<file path="src/rtl/inst_fetch.sv">
// Instruction fetch front end: PC generation, memory request,
// PC tagging of returned words and a small decoupling buffer.
module inst_fetch #(
  parameter logic [31:0] RESET_PC = 32'h1c000000,
  parameter int          DEPTH    = 2
) (
  input  logic        clock,
  input  logic        reset,
  input  logic        branch_flag_i,
  input  logic [31:0] branch_target_i,
  input  logic        stall_i,
  output logic        inst_ce_o,
  output logic [31:0] inst_addr_o,
  input  logic [31:0] inst_rdata_i,
  output logic        inst_branch_flag_o,
  output logic        valid_o,
  output logic [31:0] pc_o,
  output logic [31:0] inst_o
);

  localparam int PW = $clog2(DEPTH);
  localparam int CW = PW + 1;

  logic [31:0]   pc_q, pc_d;
  logic          inflight_q, inflight_d;
  logic [31:0]   pc_inflight_q, pc_inflight_d;
  logic [CW-1:0] occ_q, occ_d;
  logic [PW-1:0] rd_ptr_q, rd_ptr_d;
  logic [PW-1:0] wr_ptr_q, wr_ptr_d;

  logic [31:0]   buf_pc_q   [DEPTH];
  logic [31:0]   buf_inst_q [DEPTH];

  logic          pop;
  logic          push;
  logic [CW:0]   pending;
  logic          unused_tgt;

  assign unused_tgt = ^branch_target_i[1:0];

  assign inst_addr_o        = pc_q;
  assign inst_branch_flag_o = branch_flag_i;
  assign valid_o            = (occ_q != '0);
  assign pc_o   = valid_o ? buf_pc_q[rd_ptr_q]   : 32'h0;
  assign inst_o = valid_o ? buf_inst_q[rd_ptr_q] : 32'h0;

  // Handshake decode: a branch squashes pop, capture and issue.
  always_comb begin
    pop     = valid_o & ~stall_i & ~branch_flag_i;
    push    = inflight_q & ~branch_flag_i;
    pending = {1'b0, occ_q}
            + {{CW{1'b0}}, inflight_q}
            - {{CW{1'b0}}, pop};
    inst_ce_o = ~reset & ~branch_flag_i
              & (pending < (CW+1)'(DEPTH));
  end

  // Next-state: redirect, or issue/capture/pop bookkeeping.
  always_comb begin
    pc_d          = pc_q;
    inflight_d    = inflight_q;
    pc_inflight_d = pc_q;
    occ_d         = occ_q;
    rd_ptr_d      = rd_ptr_q;
    wr_ptr_d      = wr_ptr_q;
    if (branch_flag_i) begin
      pc_d       = {branch_target_i[31:2], 2'b00};
      inflight_d = 1'b0;
      occ_d      = '0;
      rd_ptr_d   = '0;
      wr_ptr_d   = '0;
    end else begin
      inflight_d = inst_ce_o;
      if (inst_ce_o) pc_d = pc_q + 32'd4;
      if (push) wr_ptr_d = wr_ptr_q + 1'b1;
      if (pop)  rd_ptr_d = rd_ptr_q + 1'b1;
      occ_d = occ_q
            + {{PW{1'b0}}, push}
            - {{PW{1'b0}}, pop};
    end
  end

  // Control state registers.
  always_ff @(posedge clock or posedge reset) begin
    if (reset) begin
      pc_q          <= RESET_PC;
      inflight_q    <= 1'b0;
      pc_inflight_q <= 32'h0;
      occ_q         <= '0;
      rd_ptr_q      <= '0;
      wr_ptr_q      <= '0;
    end else begin
      pc_q          <= pc_d;
      inflight_q    <= inflight_d;
      pc_inflight_q <= pc_inflight_d;
      occ_q         <= occ_d;
      rd_ptr_q      <= rd_ptr_d;
      wr_ptr_q      <= wr_ptr_d;
    end
  end

  // Buffer storage; contents are qualified by occ, so no reset.
  always_ff @(posedge clock) begin
    if (push) begin
      buf_pc_q[wr_ptr_q]   <= pc_inflight_q;
      buf_inst_q[wr_ptr_q] <= inst_rdata_i;
    end
  end

`ifndef SYNTHESIS
  a_no_overflow : assert property (
    @(posedge clock) disable iff (reset)
    !(push && !pop && occ_q == CW'(DEPTH))
  );
`endif

endmodule

</file>
<file path="config.mk">
export PLATFORM = sky130hd
export DESIGN_NAME = inst_fetch
export DESIGN_NICKNAME = d
export VERILOG_FILES = /design/src/rtl/inst_fetch.sv
export SDC_FILE = /design/constraint.sdc
export NUM_CORES = 1
export LEC_CHECK = 0
export CAP_MARGIN = 20
export CORE_MARGIN = 3
export CORE_UTILIZATION = 40
export CTS_CLUSTER_DIAMETER = 50
export DETAILED_ROUTE_END_ITERATION = 8
export PLACE_DENSITY_LB_ADDON = 0.3
export SLEW_MARGIN = 20
export SYNTH_ARGS = -nofsm -noshare
export SYNTH_HDL_FRONTEND = slang
export SYNTH_SLANG_ARGS = --single-unit
</file>
<file path="constraint.sdc">
create_clock -name clock -period 3.4 [get_ports clock]
set_input_delay 0.68 -clock clock [delete_from_list [all_inputs] [get_ports clock]]
set_output_delay 0.68 -clock clock [all_outputs]
set_load 0.02 [all_outputs]
</file>
======== Word-level counts from Yosys, hierarchy flattened ========
Memory sizes are Yosys's and may differ from the RTL's.
Cells that the tools add are included.
storage, ports and cells
  register bits ........................... 69
  RAM bits ................................ 128
  output and inout bits ................... 99
  word-level logic and storage cells ...... 40
  memories kept ........................... 2
memories
  memory      depth  width  read ports  clocked after Yosys merged registers in  wr ports  line  text
  buf_inst_q  2      32     1           0                                        1         32    logic [31:0] buf_inst_q [DEPTH];
  buf_pc_q    2      32     1           0                                        1         31    logic [31:0] buf_pc_q [DEPTH];
operators by class
  $add $sub $neg .......................... 7
  order comparisons ....................... 1
  muxes and demuxes ....................... 12
  bitwise operators ....................... 8
  reductions and logical operators ........ 4
operators with widths
  cell                                                number
  2-to-1 mux 32 bit                                   4
  adder 32 x 3 -> 32 bit, second input constant       1
  nonzero test 2 bit                                  4
  2-to-1 mux 1 bit                                    7
  bitwise AND 1 bit                                   5
  adder 2 x 1 -> 3 bit                                1
  < comparator 3 x 2 -> 1 bit, second input constant  1
  NOT 1 bit                                           3
  subtractor 3 x 1 -> 3 bit                           1
  adder 1 bit, second input constant                  2
  adder 2 x 1 -> 2 bit                                1
  2-to-1 mux 2 bit                                    1
  subtractor 2 x 1 -> 2 bit                           1

======== Logic depth before layout (Yosys ltp) ========
  depth in word-level cells ............... 8
  depth in mapped cells ................... 13
  gate-level depth less buffers ........... 11

======== Worst setup path before layout ========
OpenSTA, ideal clock, no wires.
  path type ............................... input to register
  start ................................... input branch_flag_i
  end ..................................... memory buf_inst_q[0][0] (enable)
  library setup time ...................... 0.482 ns
  arrival ................................. 3.768 ns
  data required time ...................... 2.918 ns
  setup slack ............................. -0.851 ns
  stages on the path ...................... 4
  buffers on the path ..................... 1
  path through ............................ clkinv_1 -> clkbuf_1 -> nand2_1 -> nor2_1
between the ends
  longest elaborated chain between the ends .. 4
RTL lines
  item                                    line  text
  from (decl)                             9     input logic branch_flag_i,
  NOT 1 bit                               50    push = inflight_q & ~branch_flag_i;
  bitwise AND 1 bit                       50
  2-to-1 mux 1 bit                        104   if (push) begin
  2-to-1 mux 1 bit (not written as such)  106   buf_inst_q[wr_ptr_q] <= inst_rdata_i;
  to (decl)                               32
Every way passes these cells.

======== Worst setup path in the final report ========
  start ................................... register occ_q[1]
  end ..................................... output inst_ce_o
between the ends
  longest elaborated chain between the ends .. 6
  elaborated cells on any way between the ends .. 7
RTL lines
  item                             line  text
  from (decl)                      27    logic [CW-1:0] occ_q, occ_d;
  from (signal assigned)           89    occ_q <= '0;
  from (signal assigned)           96    occ_q <= occ_d;
  nonzero test 2 bit               43    assign valid_o = (occ_q != '0);
  bitwise AND 1 bit (2 in series)  49    pop = valid_o & ~stall_i & ~branch_flag_i;
  subtractor 3 x 1 -> 3 bit *      53    - {{CW{1'b0}}, pop};
  < comparator 3 x 2 -> 1 bit *    55    & (pending < (CW+1)'(DEPTH));
  bitwise AND 1 bit *              55
  to (decl)                        12    output logic inst_ce_o,
Every way passes the cells marked *; elsewhere a longest branch is shown, timed or not.

==> summary.txt <==
Pwr
  – P per Cell Area: 608 mW/mm^2
  – Share of power burned in registers: 47.0%
  – Comb power frac: 22.1%
  – Pleak: 3.58 nW
  – Peak VDD IR: 0.370 mV
  – Internal power: 0.00429 W
  – Clock power frac: 31.0%
  – Switching part of the total power: 30.1%
  – Psw: 0.00185 W

Synth
  – Post-synth top area share: 49.4%
  – Synth Flop Type: edfxtp_1
  – Post-synth ARST share: 34.4%
  – Proportion of synthesized area in mux cells: 8.37%
  – Post-synthesis compound-gate area fraction: 5.80%
  – Avg Inst Size Synth: 14.2 sq um
  – Post-synth EDFFs: 124
  – Synth Area in Adders: 0.930%
  – Synth area leaders: edfxtp_1, dfrtp_1, mux2i_1
  – Cell variety after synth: 44
  – Fraction of the yosys area taken by sequential cells: 71.1%
  – Main combinational cell family by area after synthesis: simple AND/OR/NAND/NOR gates
  – Netlist Area Pre-Place: 0.00753 sq mm
  – Ys Warns: 0
  – Syn Inst Count: 531
  – Xor and xnor fraction of the mapped netlist area: 0.581%
  – Simple-Gate Fraction of Synth Area: 11.0%
  – FF+latch count, synth: 189
  – Leading area contributor after synthesis: edfxtp_1

Timing
  – Fmax: 302 MHz
  – Setup TNS: 0 ns
  – Setup Skew: 0.00939 ns
  – Hold Vio Cnt, Final: 0
  – RSZ-0062 raised after global routing: no
  – Slew HR: 41.4%
  – Crit share post-route: 97.3%
  – Tmin final: 3.31 ns
  – Fin. max-slew vios: 0
  – Setup Viol. Count Final: 0
  – Worst-margin pin slew: 0.878 ns

Setup path
  – Crit-path max FO: 2
  – Critical path data arrival time: 2.63 ns
  – Most used cell, CP: nand2b_4
  – Critical-path top delay cell: fa_2
  – Crit path buf inv count: 2
  – Top Family by Delay on Critical Path: adder cells
  – CP Data Required Time: 2.72 ns
  – CP max stage delay: 0.55 ns
  – Critical-path cell list: nor2_4 > nor3_4 > ha_1 > nand2b_4 > fa_2 > nand2b_4 > or3_4 > clkinv_4 > buf_6
  – Kind of critical path: flop to primary output
  – Startpoint types: flop
  – Critical path capture point type: primary output

Worst hold path
  – Hold Path Class: flop to flop

Final layout
  – Final instance area: 0.0101 sq mm
  – Fillers: 1470
  – Most frequent cells in the layout: clkdlybuf4s50_1, edfxtp_1, nor2_1, mux2i_1, dfrtp_1
  – Multi-input logic area: 0.00208 sq mm
  – N_diodes: 0
  – Fin nets: 774
  – Most common cell after layout, fill and taps aside: clkdlybuf4s50_1
  – Sequential Area: 0.00536 sq mm
  – Layout cells sized above 1: 10.1%
  – Area delta synth->final: 34.0%

Run status
  – Status: complete, no violations

Drt
  – DRC violations left: 0
  – Pre-antenna DRT Iters: 5
  – Total number of vias: 5055
  – WL final: 17.1 mm
  – Final ANT Viol Nets: 0
  – DR vias/cell: 5.36
  – Post-DR wirelength/cell: 18.1 microns
  – Drt initial violations: 277

Clock network
  – Root buffer cell: clkbuf_16
  – Worst-Skew Late Latency: 0.43 ns
  – Clk buf depth: 2
  – Clk sinks: 189
  – H-tree depth: 4
  – CTS Buf Count: 17
  – Clk pin slew, worst setup/hold paths: 0.07 ns
  – CTS tree: built

Floorplan
  – Number of I/O pins: 167
  – Core area: 0.0182 sq mm
  – # rows: 49
  – Die Y-Extent: 143 microns
  – Die width: 143 microns
  – Initial Utilization: 41.4%
  – Die area: 0.0205 sq mm

Flow run
  – Max Cap Viol: 0

Global route
  – Total gr overflow: 0
  – Largest net degree at the start of global routing: 66
  – Vias in the first global route: 5329
  – Antenna violations before repair: 0
  – GRT Util Overall: 17.1%
  – First-pass GRT wire length: 27.3 mm

Placement
  – # port buffers: 160
  – DP Wirelength: 11.3 mm
  – DP Area: 0.00952 sq mm
  – GP Congestion: 0.877
## sequential cells by signal, summed over array words and instances (netlist names)
name	cells
wr_ptr_q	1
buf_inst_q	64
buf_pc_q	60
occ_q	2
pc_inflight_q	30
rd_ptr_q	1
inst_addr_o	30
inflight_q	1
## cells in the mapped netlist (all sizes together), types with 3 or more instances
cell type / instances
nor2: 77
ha: 4
nor3: 5
nor4: 4
nand2: 28
a31oi: 3
dfstp: 3
and4: 3
nand4: 10
inv: 8
or4: 5
o31ai: 3
nand3: 18
and3: 8
a21oi: 6
o211ai: 10
xor2: 3
dfrtp: 62
nand2b: 3
or3: 4
buf: 14
and2: 3
a221o: 10
a22oi: 3
edfxtp: 124
mux2i: 63
o311ai: 8
clkbuf: 15
o21ai: 9
## cells by family (layout without fill, tap and decap cells)
family                     after synthesis  after routing
AOI/OAI and AO/OA                       58             58
xor gates and xnor gates                 5              5
adders and majority gates                5              5
buffers and inverters                   38            218
DFF                                    189            189
muxes                                   63             63
other                                    1              4
and+or+nand+nor                        172            172
## power by group through the flow
stage | clock, W | combinational [W] | sequential [W]
CTS | 0.00195 | 0.00137 | 0.00288
global route | 0.00206 | 0.00146 | 0.00291
detailed placement | 0 | 0.00136 | 0.00293
floorplan | 0 | 0.000709 | 0.00290
global placement | 0 | 0.00134 | 0.00292
finish | 0.00190 | 0.00135 | 0.00288
## worst paths after layout
check	start	to	slack, ns	depth (start not counted)
hold reg to reg	pc_inflight_q[5]	buf_pc_q[1][5]	0.44	0
setup reg to reg	occ_q[1]	inst_addr_o[20]	0.26	12
hold / removal	pc_inflight_q[5]	buf_pc_q[1][5]	0.44	0
setup / recovery	occ_q[1]	inst_ce_o	0.09	9
max in group asynchronous	reset	rd_ptr_q	2.16	3
min in group asynchronous	reset	inst_addr_o[2]	0.65	2
## cell type report
| cell class | instances | area share (%) |
|---|---|---|
| Timing Repair Buffer | 177 | 17.4 |
| Clock buffer | 17 | 4.21 |
| Tap cell | 229 | 2.84 |
| Sequential cell | 189 | 53.1 |
| Multi-Input combinational cell | 307 | 20.6 |
| Clock inverter | 15 | 1.47 |
| Inverter | 9 | 0.384 |
## metal layers
layer / up-vias / wire length (microns) / GRT usage (%)
met5: - / 0 / 0
met4: 0 / 281 / 6.39
met3: 27 / 1350 / 4.92
met2: 235 / 8200 / 27.7
met1: 2473 / 7280 / 22.1
li1: 2320 / - / -
## per-stage QoR
step           setup slack (ns)  std cells  hold WS (ns)  power, W  util (%)
6_report                 0.0931        943         0.439   0.00614      55.5
5_1_grt                 0.00582        943         0.459   0.00643      55.5
4_1_cts                 0.00684        942         0.443   0.00620      55.4
3_5_place_dp             -0.724        910         0.428   0.00429      52.3
3_3_place_gp             -0.724        910         0.423   0.00426      52.3
2_1_floorplan          -0.00188        534         0.420   0.00361         -
## what timing repair did
action | 4_1_cts | 5_1_grt
pin swaps | 1 | 5
resized for setup | 9 | 6
endpoints found under the setup margin | 3 | 1
hold buffers | 0 | 0
buffers inserted | 0 | 1
Note: power is estimated with default switching activity, not from simulation.
